===== src/rtl/cok_birimli_yurut_tamponu_if.sv =====
// Signal bundle of the execute-stage completion buffer: uop input, functional-unit
// dispatch/result lanes and the in-order retire port.
interface cok_birimli_yurut_tamponu_if #(
    parameter int VERI_BIT     = 32,
    parameter int YAZMAC_BIT   = 5,
    parameter int ETIKET_BIT   = 4,
    parameter int BIRIM_SAYISI = 2,
    parameter int DERINLIK     = 4
) ();
    localparam int BS_BIT   = (BIRIM_SAYISI > 1) ? $clog2(BIRIM_SAYISI) : 1;
    localparam int SIRA_BIT = $clog2(DERINLIK) + 1;
    localparam int DOL_BIT  = $clog2(DERINLIK) + 1;

    logic                             bosalt_i;
    logic                             giris_gecerli_i;
    logic                             giris_hazir_o;
    logic [BS_BIT:0]                  giris_birim_i;
    logic [ETIKET_BIT-1:0]            giris_etiket_i;
    logic [YAZMAC_BIT-1:0]            giris_adres_i;
    logic                             giris_yaz_i;
    logic [VERI_BIT-1:0]              giris_islec1_i;
    logic [VERI_BIT-1:0]              giris_islec2_i;
    logic                             duraklat_o;
    logic [BIRIM_SAYISI-1:0]          birim_gecerli_o;
    logic [BIRIM_SAYISI-1:0]          birim_hazir_i;
    logic [VERI_BIT-1:0]              birim_islec1_o;
    logic [VERI_BIT-1:0]              birim_islec2_o;
    logic [SIRA_BIT-1:0]              birim_sira_o;
    logic [BIRIM_SAYISI-1:0]          birim_sonuc_gecerli_i;
    logic [BIRIM_SAYISI*SIRA_BIT-1:0] birim_sonuc_sira_i;
    logic [BIRIM_SAYISI*VERI_BIT-1:0] birim_sonuc_i;
    logic                             cikis_duraklat_i;
    logic                             cikis_gecerli_o;
    logic                             cikis_yaz_o;
    logic [VERI_BIT-1:0]              cikis_veri_o;
    logic [YAZMAC_BIT-1:0]            cikis_adres_o;
    logic [ETIKET_BIT-1:0]            cikis_etiket_o;
    logic [DOL_BIT-1:0]               doluluk_o;

    modport slave (
        input  bosalt_i, giris_gecerli_i, giris_birim_i, giris_etiket_i, giris_adres_i,
               giris_yaz_i, giris_islec1_i, giris_islec2_i, birim_hazir_i,
               birim_sonuc_gecerli_i, birim_sonuc_sira_i, birim_sonuc_i, cikis_duraklat_i,
        output giris_hazir_o, duraklat_o, birim_gecerli_o, birim_islec1_o, birim_islec2_o,
               birim_sira_o, cikis_gecerli_o, cikis_yaz_o, cikis_veri_o, cikis_adres_o,
               cikis_etiket_o, doluluk_o
    );

    modport master (
        output bosalt_i, giris_gecerli_i, giris_birim_i, giris_etiket_i, giris_adres_i,
               giris_yaz_i, giris_islec1_i, giris_islec2_i, birim_hazir_i,
               birim_sonuc_gecerli_i, birim_sonuc_sira_i, birim_sonuc_i, cikis_duraklat_i,
        input  giris_hazir_o, duraklat_o, birim_gecerli_o, birim_islec1_o, birim_islec2_o,
               birim_sira_o, cikis_gecerli_o, cikis_yaz_o, cikis_veri_o, cikis_adres_o,
               cikis_etiket_o, doluluk_o
    );
endinterface


===== src/rtl/cok_birimli_yurut_tamponu.sv =====
// Execute-stage completion buffer: dispatches uops to variable-latency units, gathers
// results out of order and retires them in program order; an epoch bit squashes stale results.
module cok_birimli_yurut_tamponu #(
    parameter int VERI_BIT     = 32,
    parameter int YAZMAC_BIT   = 5,
    parameter int ETIKET_BIT   = 4,
    parameter int BIRIM_SAYISI = 2,
    parameter int DERINLIK     = 4
) (
    input logic                        clk_i,
    input logic                        rstn_i,
    cok_birimli_yurut_tamponu_if.slave bus
);
    localparam int AW       = $clog2(DERINLIK);
    localparam int SIRA_BIT = AW + 1;

    logic [DERINLIK-1:0]   gecerli_q;
    logic [DERINLIK-1:0]   bitti_q;
    logic [DERINLIK-1:0]   yaz_q;
    logic [ETIKET_BIT-1:0] etiket_q [DERINLIK];
    logic [YAZMAC_BIT-1:0] adres_q  [DERINLIK];
    logic [VERI_BIT-1:0]   sonuc_q  [DERINLIK];
    logic [AW-1:0]         bas_q;
    logic [AW-1:0]         kuyruk_q;
    logic [AW:0]           sayac_q;
    logic                  donem_q;

    logic                  cikis_gecerli_q;
    logic                  cikis_yaz_q;
    logic [VERI_BIT-1:0]   cikis_veri_q;
    logic [YAZMAC_BIT-1:0] cikis_adres_q;
    logic [ETIKET_BIT-1:0] cikis_etiket_q;

    logic                    gecis;
    logic                    hedef_hazir;
    logic                    giris_hazir;
    logic                    kabul;
    logic                    emekli;
    logic [BIRIM_SAYISI-1:0] birim_gecerli;
    logic [SIRA_BIT-1:0]     sonuc_sira [BIRIM_SAYISI];
    logic [VERI_BIT-1:0]     sonuc_veri [BIRIM_SAYISI];

    // A unit number beyond the last unit means the operand already is the result.
    always_comb begin
        gecis         = int'(bus.giris_birim_i) >= BIRIM_SAYISI;
        hedef_hazir   = 1'b0;
        birim_gecerli = '0;
        for (int k = 0; k < BIRIM_SAYISI; k++) begin
            if (int'(bus.giris_birim_i) == k) begin
                hedef_hazir = bus.birim_hazir_i[k];
            end
        end
        giris_hazir = !bus.bosalt_i && (int'(sayac_q) < DERINLIK) && (gecis || hedef_hazir);
        kabul       = bus.giris_gecerli_i && giris_hazir;
        for (int k = 0; k < BIRIM_SAYISI; k++) begin
            birim_gecerli[k] = kabul && (int'(bus.giris_birim_i) == k);
        end
        emekli = gecerli_q[bas_q] && bitti_q[bas_q] && !bus.cikis_duraklat_i;
    end

    always_comb begin
        for (int k = 0; k < BIRIM_SAYISI; k++) begin
            sonuc_sira[k] = bus.birim_sonuc_sira_i[k*SIRA_BIT +: SIRA_BIT];
            sonuc_veri[k] = bus.birim_sonuc_i[k*VERI_BIT +: VERI_BIT];
        end
    end

    always_ff @(posedge clk_i) begin
        if (!rstn_i) begin
            gecerli_q <= '0;
            bitti_q   <= '0;
            yaz_q     <= '0;
            for (int i = 0; i < DERINLIK; i++) begin
                etiket_q[i] <= '0;
                adres_q[i]  <= '0;
                sonuc_q[i]  <= '0;
            end
            bas_q           <= '0;
            kuyruk_q        <= '0;
            sayac_q         <= '0;
            donem_q         <= 1'b0;
            cikis_gecerli_q <= 1'b0;
            cikis_yaz_q     <= 1'b0;
            cikis_veri_q    <= '0;
            cikis_adres_q   <= '0;
            cikis_etiket_q  <= '0;
        end else if (bus.bosalt_i) begin
            gecerli_q       <= '0;
            bas_q           <= '0;
            kuyruk_q        <= '0;
            sayac_q         <= '0;
            donem_q         <= !donem_q;
            cikis_gecerli_q <= 1'b0;
        end else begin
            // Walk units high to low so the lowest-numbered unit wins a slot collision.
            for (int k = BIRIM_SAYISI - 1; k >= 0; k--) begin
                if (bus.birim_sonuc_gecerli_i[k] && (sonuc_sira[k][AW] == donem_q) &&
                    gecerli_q[sonuc_sira[k][AW-1:0]]) begin
                    bitti_q[sonuc_sira[k][AW-1:0]] <= 1'b1;
                    sonuc_q[sonuc_sira[k][AW-1:0]] <= sonuc_veri[k];
                end
            end

            if (emekli) begin
                cikis_gecerli_q   <= 1'b1;
                cikis_yaz_q       <= yaz_q[bas_q];
                cikis_veri_q      <= sonuc_q[bas_q];
                cikis_adres_q     <= adres_q[bas_q];
                cikis_etiket_q    <= etiket_q[bas_q];
                gecerli_q[bas_q]  <= 1'b0;
                bitti_q[bas_q]    <= 1'b0;
                bas_q             <= bas_q + AW'(1);
            end else if (!bus.cikis_duraklat_i) begin
                cikis_gecerli_q <= 1'b0;
            end

            if (kabul) begin
                gecerli_q[kuyruk_q] <= 1'b1;
                bitti_q[kuyruk_q]   <= gecis;
                yaz_q[kuyruk_q]     <= bus.giris_yaz_i;
                etiket_q[kuyruk_q]  <= bus.giris_etiket_i;
                adres_q[kuyruk_q]   <= bus.giris_adres_i;
                if (gecis) begin
                    sonuc_q[kuyruk_q] <= bus.giris_islec1_i;
                end
                kuyruk_q <= kuyruk_q + AW'(1);
            end

            sayac_q <= sayac_q + {{AW{1'b0}}, kabul} - {{AW{1'b0}}, emekli};
        end
    end

    assign bus.giris_hazir_o   = giris_hazir;
    assign bus.duraklat_o      = bus.giris_gecerli_i && !giris_hazir;
    assign bus.birim_gecerli_o = birim_gecerli;
    assign bus.birim_islec1_o  = bus.giris_islec1_i;
    assign bus.birim_islec2_o  = bus.giris_islec2_i;
    assign bus.birim_sira_o    = {donem_q, kuyruk_q};
    assign bus.cikis_gecerli_o = cikis_gecerli_q;
    assign bus.cikis_yaz_o     = cikis_yaz_q;
    assign bus.cikis_veri_o    = cikis_veri_q;
    assign bus.cikis_adres_o   = cikis_adres_q;
    assign bus.cikis_etiket_o  = cikis_etiket_q;
    assign bus.doluluk_o       = sayac_q;
endmodule


===== src/flat_wrapper.sv =====
// flat-port wrapper written by rule: the top's interface ports become plain ports
module cok_birimli_yurut_tamponu_flat 
#(
    parameter int VERI_BIT     = 32,
    parameter int YAZMAC_BIT   = 5,
    parameter int ETIKET_BIT   = 4,
    parameter int BIRIM_SAYISI = 2,
    parameter int DERINLIK     = 4
)
  (clk_i, rstn_i, bus_bosalt_i, bus_giris_gecerli_i, bus_giris_birim_i, bus_giris_etiket_i, bus_giris_adres_i, bus_giris_yaz_i, bus_giris_islec1_i, bus_giris_islec2_i, bus_birim_hazir_i, bus_birim_sonuc_gecerli_i, bus_birim_sonuc_sira_i, bus_birim_sonuc_i, bus_cikis_duraklat_i, bus_giris_hazir_o, bus_duraklat_o, bus_birim_gecerli_o, bus_birim_islec1_o, bus_birim_islec2_o, bus_birim_sira_o, bus_cikis_gecerli_o, bus_cikis_yaz_o, bus_cikis_veri_o, bus_cikis_adres_o, bus_cikis_etiket_o, bus_doluluk_o);
  cok_birimli_yurut_tamponu_if #(.VERI_BIT(VERI_BIT), .YAZMAC_BIT(YAZMAC_BIT), .ETIKET_BIT(ETIKET_BIT), .BIRIM_SAYISI(BIRIM_SAYISI), .DERINLIK(DERINLIK)) bus_i ();
  input logic clk_i;
  input logic rstn_i;
  input wire logic [$bits(bus_i.bosalt_i)-1:0] bus_bosalt_i;
  input wire logic [$bits(bus_i.giris_gecerli_i)-1:0] bus_giris_gecerli_i;
  input wire logic [$bits(bus_i.giris_birim_i)-1:0] bus_giris_birim_i;
  input wire logic [$bits(bus_i.giris_etiket_i)-1:0] bus_giris_etiket_i;
  input wire logic [$bits(bus_i.giris_adres_i)-1:0] bus_giris_adres_i;
  input wire logic [$bits(bus_i.giris_yaz_i)-1:0] bus_giris_yaz_i;
  input wire logic [$bits(bus_i.giris_islec1_i)-1:0] bus_giris_islec1_i;
  input wire logic [$bits(bus_i.giris_islec2_i)-1:0] bus_giris_islec2_i;
  input wire logic [$bits(bus_i.birim_hazir_i)-1:0] bus_birim_hazir_i;
  input wire logic [$bits(bus_i.birim_sonuc_gecerli_i)-1:0] bus_birim_sonuc_gecerli_i;
  input wire logic [$bits(bus_i.birim_sonuc_sira_i)-1:0] bus_birim_sonuc_sira_i;
  input wire logic [$bits(bus_i.birim_sonuc_i)-1:0] bus_birim_sonuc_i;
  input wire logic [$bits(bus_i.cikis_duraklat_i)-1:0] bus_cikis_duraklat_i;
  output wire logic [$bits(bus_i.giris_hazir_o)-1:0] bus_giris_hazir_o;
  output wire logic [$bits(bus_i.duraklat_o)-1:0] bus_duraklat_o;
  output wire logic [$bits(bus_i.birim_gecerli_o)-1:0] bus_birim_gecerli_o;
  output wire logic [$bits(bus_i.birim_islec1_o)-1:0] bus_birim_islec1_o;
  output wire logic [$bits(bus_i.birim_islec2_o)-1:0] bus_birim_islec2_o;
  output wire logic [$bits(bus_i.birim_sira_o)-1:0] bus_birim_sira_o;
  output wire logic [$bits(bus_i.cikis_gecerli_o)-1:0] bus_cikis_gecerli_o;
  output wire logic [$bits(bus_i.cikis_yaz_o)-1:0] bus_cikis_yaz_o;
  output wire logic [$bits(bus_i.cikis_veri_o)-1:0] bus_cikis_veri_o;
  output wire logic [$bits(bus_i.cikis_adres_o)-1:0] bus_cikis_adres_o;
  output wire logic [$bits(bus_i.cikis_etiket_o)-1:0] bus_cikis_etiket_o;
  output wire logic [$bits(bus_i.doluluk_o)-1:0] bus_doluluk_o;
  assign bus_i.bosalt_i = bus_bosalt_i;
  assign bus_i.giris_gecerli_i = bus_giris_gecerli_i;
  assign bus_i.giris_birim_i = bus_giris_birim_i;
  assign bus_i.giris_etiket_i = bus_giris_etiket_i;
  assign bus_i.giris_adres_i = bus_giris_adres_i;
  assign bus_i.giris_yaz_i = bus_giris_yaz_i;
  assign bus_i.giris_islec1_i = bus_giris_islec1_i;
  assign bus_i.giris_islec2_i = bus_giris_islec2_i;
  assign bus_i.birim_hazir_i = bus_birim_hazir_i;
  assign bus_i.birim_sonuc_gecerli_i = bus_birim_sonuc_gecerli_i;
  assign bus_i.birim_sonuc_sira_i = bus_birim_sonuc_sira_i;
  assign bus_i.birim_sonuc_i = bus_birim_sonuc_i;
  assign bus_i.cikis_duraklat_i = bus_cikis_duraklat_i;
  assign bus_giris_hazir_o = bus_i.giris_hazir_o;
  assign bus_duraklat_o = bus_i.duraklat_o;
  assign bus_birim_gecerli_o = bus_i.birim_gecerli_o;
  assign bus_birim_islec1_o = bus_i.birim_islec1_o;
  assign bus_birim_islec2_o = bus_i.birim_islec2_o;
  assign bus_birim_sira_o = bus_i.birim_sira_o;
  assign bus_cikis_gecerli_o = bus_i.cikis_gecerli_o;
  assign bus_cikis_yaz_o = bus_i.cikis_yaz_o;
  assign bus_cikis_veri_o = bus_i.cikis_veri_o;
  assign bus_cikis_adres_o = bus_i.cikis_adres_o;
  assign bus_cikis_etiket_o = bus_i.cikis_etiket_o;
  assign bus_doluluk_o = bus_i.doluluk_o;
  cok_birimli_yurut_tamponu #(.VERI_BIT(VERI_BIT), .YAZMAC_BIT(YAZMAC_BIT), .ETIKET_BIT(ETIKET_BIT), .BIRIM_SAYISI(BIRIM_SAYISI), .DERINLIK(DERINLIK)) u_core (.clk_i(clk_i), .rstn_i(rstn_i), .bus(bus_i));
endmodule

===== config.mk =====
export PLATFORM = sky130hd
export DESIGN_NAME = cok_birimli_yurut_tamponu_flat
export DESIGN_NICKNAME = d
export VERILOG_FILES = /design/src/rtl/cok_birimli_yurut_tamponu_if.sv /design/src/rtl/cok_birimli_yurut_tamponu.sv /design/src/flat_wrapper.sv
export SDC_FILE = /design/constraint.sdc
export NUM_CORES = 1
export LEC_CHECK = 0
export ABC_CLOCK_PERIOD_IN_PS = 6400
export BUFFER_PORTS_ARGS = -buffer_cell sky130_fd_sc_hd__buf_4
export CAP_MARGIN = 20
export CORE_ASPECT_RATIO = 1.1
export CORE_MARGIN = 10
export CORE_UTILIZATION = 41
export CTS_CLUSTER_SIZE = 25
export DETAILED_ROUTE_END_ITERATION = 16
export SYNTH_ARGS = -nofsm -noshare
export SYNTH_HDL_FRONTEND = slang
export SYNTH_SLANG_ARGS = --single-unit

===== constraint.sdc =====
create_clock -name clk_i -period 6.4 [get_ports clk_i]
set_input_delay 0.96 -clock clk_i [delete_from_list [all_inputs] [get_ports clk_i]]
set_output_delay 0.96 -clock clk_i [all_outputs]
set_load 0.01 [all_outputs]

Word level (Yosys, flattened, before mapping)
Memories as Yosys holds them, arrays and structs flattened. A register that Yosys moved wholly into a read port is not among the register bits.
Cells that the tools add are included.
- flip-flop bits (word level): 22
- bits in writable memories: 164
- input bits: 155
- output and inout port bits: 117
- memories: 3
- add/subtract/negate cells: 4
- magnitude comparators: 10
- equality and inequality tests: 4
- multiplexer cells: 71
- bitwise logic cells: 8
- reductions and logical operators: 33
- memories (memory ; words ; bits a word ; read ports ; clocked after Yosys merged registers in ; write ports ; RTL line ; source):
    u_core.sonuc_q ; 4 ; 32 ; 1 ; 1 ; 4 ; cok_birimli_yurut_tamponu.sv:22 ; logic [VERI_BIT-1:0] sonuc_q [DERINLIK];
    u_core.adres_q ; 4 ; 5 ; 1 ; 1 ; 4 ; cok_birimli_yurut_tamponu.sv:21 ; logic [YAZMAC_BIT-1:0] adres_q [DERINLIK];
    u_core.etiket_q ; 4 ; 4 ; 1 ; 1 ; 4 ; cok_birimli_yurut_tamponu.sv:20 ; logic [ETIKET_BIT-1:0] etiket_q [DERINLIK];
- operators with widths (operator ; number):
    32-bit two-way mux ; 3
    32-bit OR reduction ; 3
    4-bit two-way mux ; 15
    1-bit two-way mux ; 36
    1-bit logical AND ; 16
    2-bit by 3-bit < comparator with 1-bit output, second input constant ; 4
    4-bit OR ; 3
    1-bit binary-select mux with 2-bit select ; 5
    2-bit two-way mux ; 5
    4-bit AND ; 2
    4-bit bitwise mux ; 2
    1-bit demux with 2-bit select ; 4
    2-bit by 1-bit >= comparator with 1-bit output, second input constant ; 4
    1-bit logical NOT ; 7
    5-bit two-way mux ; 1
    5-bit OR reduction ; 1
    2-bit by 1-bit adder with 2-bit output, second input constant ; 2
    4-bit NOT ; 1
    2-bit AND reduction ; 2
    4-bit OR reduction ; 1
    3-bit by 1-bit adder with 3-bit output ; 1
    3-bit < comparator, second input constant ; 1
    3-bit by 1-bit subtractor with 3-bit output ; 1
    1-bit equality test ; 2
    7 further kinds ; 8

Logic depth before layout (Yosys ltp)
- depth in word-level cells: 18
- mapped depth: 11
- mapped depth without buffers: 10

Worst setup path after synthesis
OpenSTA, ideal clock, no wires.
- path kind: input-to-reg
- start point: input port bus_birim_sonuc_sira_i[5]
- end point: memory u_core.sonuc_q[3][0], enable pin
- arrival: 3.315 ns
- data required time: 5.969 ns
- setup slack: 2.654 ns
- cell stages on the path: 4
- cell sequence: xnor2_1 -> nand2_1 -> o2bb2a_1 -> o211ai_1
- RTL lines (what ; RTL line ; source):
    start, declared ; flat_wrapper.sv:24 ; input wire logic [$bits(bus_i.birim_sonuc_sira_i)-1:0] bus_birim_sonuc_sira_i;
    end, declared ; cok_birimli_yurut_tamponu.sv:22 ;

Final worst setup path
- start point: register u_core.bas_q[1]
- end point: register u_core.sayac_q[2], in the netlist u_core.bus.doluluk_o[2]
- cells in the longest elaborated chain, start to end: 5
- elaborated cells between the ends (all ways): 7
- ends and longest elaborated chain (what ; RTL line ; source):
    start, declared ; cok_birimli_yurut_tamponu.sv:23 ; logic [AW-1:0] bas_q;
    start signal, assigned ; cok_birimli_yurut_tamponu.sv:112 ; bas_q <= bas_q + AW'(1);
    1-bit binary-select mux with 2-bit select ; cok_birimli_yurut_tamponu.sv:58 ; emekli = gecerli_q[bas_q] && bitti_q[bas_q] && !bus.cikis_duraklat_i;
    1-bit two-way mux (not written as such) ; cok_birimli_yurut_tamponu.sv:58 ;
    1-bit logical AND * (2 in a row) ; cok_birimli_yurut_tamponu.sv:58 ;
    via u_core.emekli ; cok_birimli_yurut_tamponu.sv:38 ; logic emekli;
    3-bit by 1-bit subtractor with 3-bit output * ; cok_birimli_yurut_tamponu.sv:129 ; sayac_q <= sayac_q + {{AW{1'b0}}, kabul} - {{AW{1'b0}}, emekli};
    end signal, assigned ; cok_birimli_yurut_tamponu.sv:129 ;
    end, declared ; cok_birimli_yurut_tamponu.sv:25 ; logic [AW:0] sayac_q;
The timed path passes the listed nets; every way through them passes the cells marked *. The select of a mux whose other input is x is not followed.
A chain may end at the register's enable or synchronous reset.

==> out/qor.txt <==
==================================================================================
Area of the mapped netlist ..........................................    11900 um2
P&R area growth vs syn ..............................................        18.1%
Area enclosed by the die boundary ...................................    36200 um2
EDFF count, synth ...................................................          164
Top-area cell type share of the netlist area ........................        41.4%
Flops & latches, synth ..............................................          227
HPWL after detailed placement .......................................     22900 um
Hold-fix buffers at CTS .............................................            0
Avg WL per Cell .....................................................      22.5 um
Outcome ............................................................. finished, final reports clean
Clock insertion delay at the later pin of the skew report ...........       530 ps
Metal1 wirelength ...................................................     14100 um
Critical path class ................................................. flip-flop to flip-flop
Floorplan core area .................................................    28600 um2
Number of endpoints failing setup at the final stage ................            0
Timing-limited maximum frequency ....................................      271 MHz
Deepest clock path buffer count .....................................            3
Via count of the first global-routing pass ..........................         9390
Root Driver ......................................................... sky130_fd_sc_hd__clkbuf_16
DRC violation total after the first TritonRoute iteration ...........          862
Synthesis Warnings ..................................................            0
Crit path max-delay family ..........................................   flip-flops
Part of the Yosys area used for sequential elements .................        52.0%
Synth cell types ....................................................           51
Die boundary width ..................................................       182 um
Hold Fails Final Rpt ................................................            0
DRT Pass-1 Iters ....................................................            5
Count of instances resized after the clock tree is built ............            0
Maximum cell stage delay along the critical path ....................       830 ps
IR drop worst, VDD ..................................................   0.000176 V
Rows ................................................................           65
Number of placed instances, taps included ...........................         1561
Clk sink count ......................................................          227
Initial core utilization ............................................        41.5%
Number of primary I/O pins ..........................................          272
Classification of the worst-slack hold path ......................... flip-flop to flip-flop
Synthesized netlist cell count ......................................         1118
Largest net degree at the start of global routing ...................           66
Number of antenna violations at the first check in global routing ...            1
Data arrival time at the worst-slack endpoint .......................      4090 ps
Vias per Instance ...................................................         5.73
Fin nets ............................................................         1389
Clock tree from TritonCTS ...........................................         done
Footprint of the multi-input gates ..................................     4790 um2
Worst-path maximum fanout ...........................................           25
Period Utilization, post-route ......................................        57.6%
Max cap viols .......................................................            0
Vert. Die Dim .......................................................       199 um
Final non-filler cell total .........................................         1612
Wire length of the first global-routing pass ........................     55300 um
Final Wtd Congestion ................................................        0.835
Net count of the mapped netlist .....................................         1284
Kind of end point of the critical path ..............................    flip-flop
Power density over cell area ........................................   240 nW/um2
Met3 wire length ....................................................      3590 um
Detail Route Antenna Nets ...........................................            0
CP Data Required Time ...............................................      6800 ps
Buffers inserted during post-CTS setup optimization .................            0
Number of H-tree branching levels ...................................            1
Crit-path cells ..................................................... buf_4, inv_2, a311o_1, nor2_2, ha_1, inv_1, ha_1, fa_1, xnor2_1, xnor2_1, nor2_1
FFs w/ async S/R, synth .............................................           0%
Leakage power of the design .........................................      5.89 nW
Aggregate global routing overflow ...................................            0
Uppermost metal layer occupied by signal nets .......................         met4
Clock Pin Slew Worst Setup and Hold Paths ...........................        60 ps
Number of buffers inserted by port buffering ........................          207
Critical Path Source Type ...........................................    flip-flop
Largest area contributor in the synthesized netlist ................. sky130_fd_sc_hd__edfxtp_1
WP buf/inv ..........................................................            3
Max-slew violation count ............................................            0
Worst Clk Skew ......................................................      12.6 ps
Global router's overall resource usage ..............................        19.3%
Cell types with the largest area share after synthesis .............. sky130_fd_sc_hd__edfxtp_1, sky130_fd_sc_hd__dfxtp_1, sky130_fd_sc_hd__nand2_1
Post-synthesis area per instance ....................................     10.6 um2
Met2 wirelength from detailed routing ...............................     17600 um
Post-route minimum period ...........................................      3690 ps
Number of filler instances in the final layout ......................         2597
Worst rel slew slack ................................................        28.9%
Detailed-route via count ............................................         9233
Least-Margin Pin Slew ...............................................      1060 ps
Top FF cell, synth .................................................. sky130_fd_sc_hd__edfxtp_1
Worst path slowest cell ............................................. sky130_fd_sc_hd__dfxtp_2
Total Neg Setup Slack ...............................................         0 ps
Num CTS Buffers .....................................................           26
Overall routed net length ...........................................     36300 um
RSZ-0062 raised after global routing ................................           no
Number of design rule violations left after detail routing ..........            0
Share of final-layout standard cells stronger than drive strength 1 .        26.7%
Area occupied by registers ..........................................     6190 um2
==================================================================================
area by class of cell:
cell class | count | area share [%]
tap | 368 | 3.28
timing repair buffer | 221 | 12.0
inverter | 11 | 0.294
clock inverter | 13 | 0.882
sequential | 227 | 44.1
multi-input combinational | 736 | 34.1
antenna | 1 | 0.0178
clock buffer | 35 | 5.31
registers in the layout, summed over array words and instances, names as in the netlist:
signal,cells
u_core.bas_q,2
u_core.bitti_q,4
u_core.bus.cikis_adres_o,5
u_core.gecerli_q,4
u_core.bus.cikis_veri_o,32
u_core.etiket_q,16
u_core.kuyruk_q,2
u_core.bus.cikis_yaz_o,1
u_core.adres_q,20
u_core.bus.cikis_etiket_o,4
u_core.yaz_q,4
u_core.bus.doluluk_o,3
u_core.sonuc_q,128
u_core.bus.cikis_gecerli_o,1
u_core.donem_q,1
power by group:
part           internal, mW  switching [mW]  leakage, nW
sequential             1.62          0.0148         2.21
combinational         0.104           0.142         3.26
clock                 0.897           0.595        0.420
total                  2.62           0.751         5.89
worst min-delay path, cell delays in order, from the launching register on:
cell and delay [ps]:
sky130_fd_sc_hd__dfxtp_1 310, sky130_fd_sc_hd__nand3_1 60, sky130_fd_sc_hd__nand2_1 40
through the flow:
step	utilization, %	instance area (um2)	power (mW)	setup WS [ps]	hold slack (ps)
6_report	49.1	14000	3.37	2710	451
5_1_grt	49.1	14000	3.48	2490	474
4_1_cts	48.9	14000	3.40	2670	456
3_5_place_dp	45.9	13100	1.91	2340	446
3_3_place_gp	45.9	13100	1.91	2430	444
2_1_floorplan	-	11900	1.79	2650	440
synth_stat cells, types with 2 or more instances:
| cell type | count |
|---|---|
| sky130_fd_sc_hd__nand2_1 | 313 |
| sky130_fd_sc_hd__edfxtp_1 | 164 |
| sky130_fd_sc_hd__a22oi_1 | 128 |
| sky130_fd_sc_hd__nand3_1 | 98 |
| sky130_fd_sc_hd__buf_4 | 70 |
| sky130_fd_sc_hd__dfxtp_1 | 63 |
| sky130_fd_sc_hd__mux4_2 | 43 |
| sky130_fd_sc_hd__and2_1 | 39 |
| sky130_fd_sc_hd__buf_2 | 30 |
| sky130_fd_sc_hd__clkbuf_1 | 30 |
| sky130_fd_sc_hd__a21oi_1 | 12 |
| sky130_fd_sc_hd__nor2_1 | 12 |
| sky130_fd_sc_hd__buf_6 | 11 |
| sky130_fd_sc_hd__nand4_1 | 11 |
| sky130_fd_sc_hd__and3_1 | 10 |
| sky130_fd_sc_hd__ha_1 | 10 |
| sky130_fd_sc_hd__inv_1 | 9 |
| sky130_fd_sc_hd__xnor2_1 | 6 |
| sky130_fd_sc_hd__and3b_1 | 5 |
| sky130_fd_sc_hd__a21boi_0 | 4 |
| sky130_fd_sc_hd__nand2b_1 | 4 |
| sky130_fd_sc_hd__nor3_2 | 4 |
| sky130_fd_sc_hd__a31oi_1 | 3 |
| sky130_fd_sc_hd__buf_1 | 3 |
| sky130_fd_sc_hd__nor3b_4 | 3 |
| sky130_fd_sc_hd__a211oi_1 | 2 |
| sky130_fd_sc_hd__a22o_1 | 2 |
| sky130_fd_sc_hd__a311oi_1 | 2 |
| sky130_fd_sc_hd__nor2b_1 | 2 |
| sky130_fd_sc_hd__nor3_1 | 2 |
| sky130_fd_sc_hd__nor3b_1 | 2 |
| sky130_fd_sc_hd__o21ai_0 | 2 |
logic make-up (layout without fill, tap and decap cells):
logic type | after synthesis | count (layout) | synth area share, %
AND/OR/NAND/NOR | 510 | 510 | 19.6
XOR/XNOR | 7 | 7 | 0.516
AO/OA/AOI/OAI | 164 | 164 | 10.3
buffers and inverters | 155 | 280 | 8.11
multiplexers | 44 | 44 | 8.23
adder cells (fa/ha/maj) | 11 | 11 | 1.22
other | 0 | 1 | 0
flip-flops | 227 | 227 | 52.0
cell usage in the layout (no fill, tap or decap), types with 2 or more instances in the layout:
cell / synthesis / layout
sky130_fd_sc_hd__nand2_1: 313 / 313
sky130_fd_sc_hd__buf_4: 70 / 219
sky130_fd_sc_hd__edfxtp_1: 164 / 164
sky130_fd_sc_hd__a22oi_1: 128 / 128
sky130_fd_sc_hd__nand3_1: 98 / 98
sky130_fd_sc_hd__dfxtp_1: 63 / 61
sky130_fd_sc_hd__mux4_2: 43 / 43
sky130_fd_sc_hd__and2_1: 39 / 39
sky130_fd_sc_hd__clkbuf_16: 0 / 27
sky130_fd_sc_hd__a21oi_1: 12 / 12
sky130_fd_sc_hd__nand4_1: 11 / 11
sky130_fd_sc_hd__ha_1: 10 / 10
sky130_fd_sc_hd__inv_1: 9 / 9
sky130_fd_sc_hd__nor2_1: 12 / 8
sky130_fd_sc_hd__and3_1: 10 / 6
sky130_fd_sc_hd__xnor2_1: 6 / 6
sky130_fd_sc_hd__clkinv_2: 0 / 6
sky130_fd_sc_hd__and3b_1: 5 / 5
sky130_fd_sc_hd__and3_2: 0 / 4
sky130_fd_sc_hd__nor2_4: 0 / 4
sky130_fd_sc_hd__nor3b_4: 3 / 4
sky130_fd_sc_hd__nand2b_1: 4 / 4
sky130_fd_sc_hd__a21boi_0: 4 / 4
sky130_fd_sc_hd__clkinvlp_4: 0 / 4
sky130_fd_sc_hd__clkbuf_8: 0 / 4
sky130_fd_sc_hd__clkbuf_1: 30 / 4
sky130_fd_sc_hd__nor3_2: 4 / 3
sky130_fd_sc_hd__a31oi_1: 3 / 3
sky130_fd_sc_hd__a211oi_1: 2 / 2
sky130_fd_sc_hd__nor2b_1: 2 / 2
sky130_fd_sc_hd__clkinv_1: 1 / 2
sky130_fd_sc_hd__nor3b_1: 2 / 2
sky130_fd_sc_hd__nor3_1: 2 / 2
sky130_fd_sc_hd__a22o_1: 2 / 2
sky130_fd_sc_hd__o21ai_0: 2 / 2
sky130_fd_sc_hd__a311oi_1: 2 / 2
sky130_fd_sc_hd__bufinv_16: 0 / 2
per-layer routing:
metal	up-vias	GRT usage, %
li1	4217	-
met1	4393	24.2
met2	536	32.5
met3	87	4.43
met4	0	5.91
met5	-	0
path summary, 6_finish.rpt:
kind,from,endpoint,slack [ps],cells past startpoint
worst min register to register,u_core.bus.cikis_etiket_o[2],u_core.bus.cikis_etiket_o[2],450,2
worst max register to register,u_core.bas_q[1],u_core.bus.doluluk_o[2],2710,11
worst max-delay path,u_core.bas_q[1],u_core.bus.doluluk_o[2],2710,11
worst min-delay path,u_core.bus.cikis_etiket_o[2],u_core.bus.cikis_etiket_o[2],450,2
(Power assumes the default switching activity.)
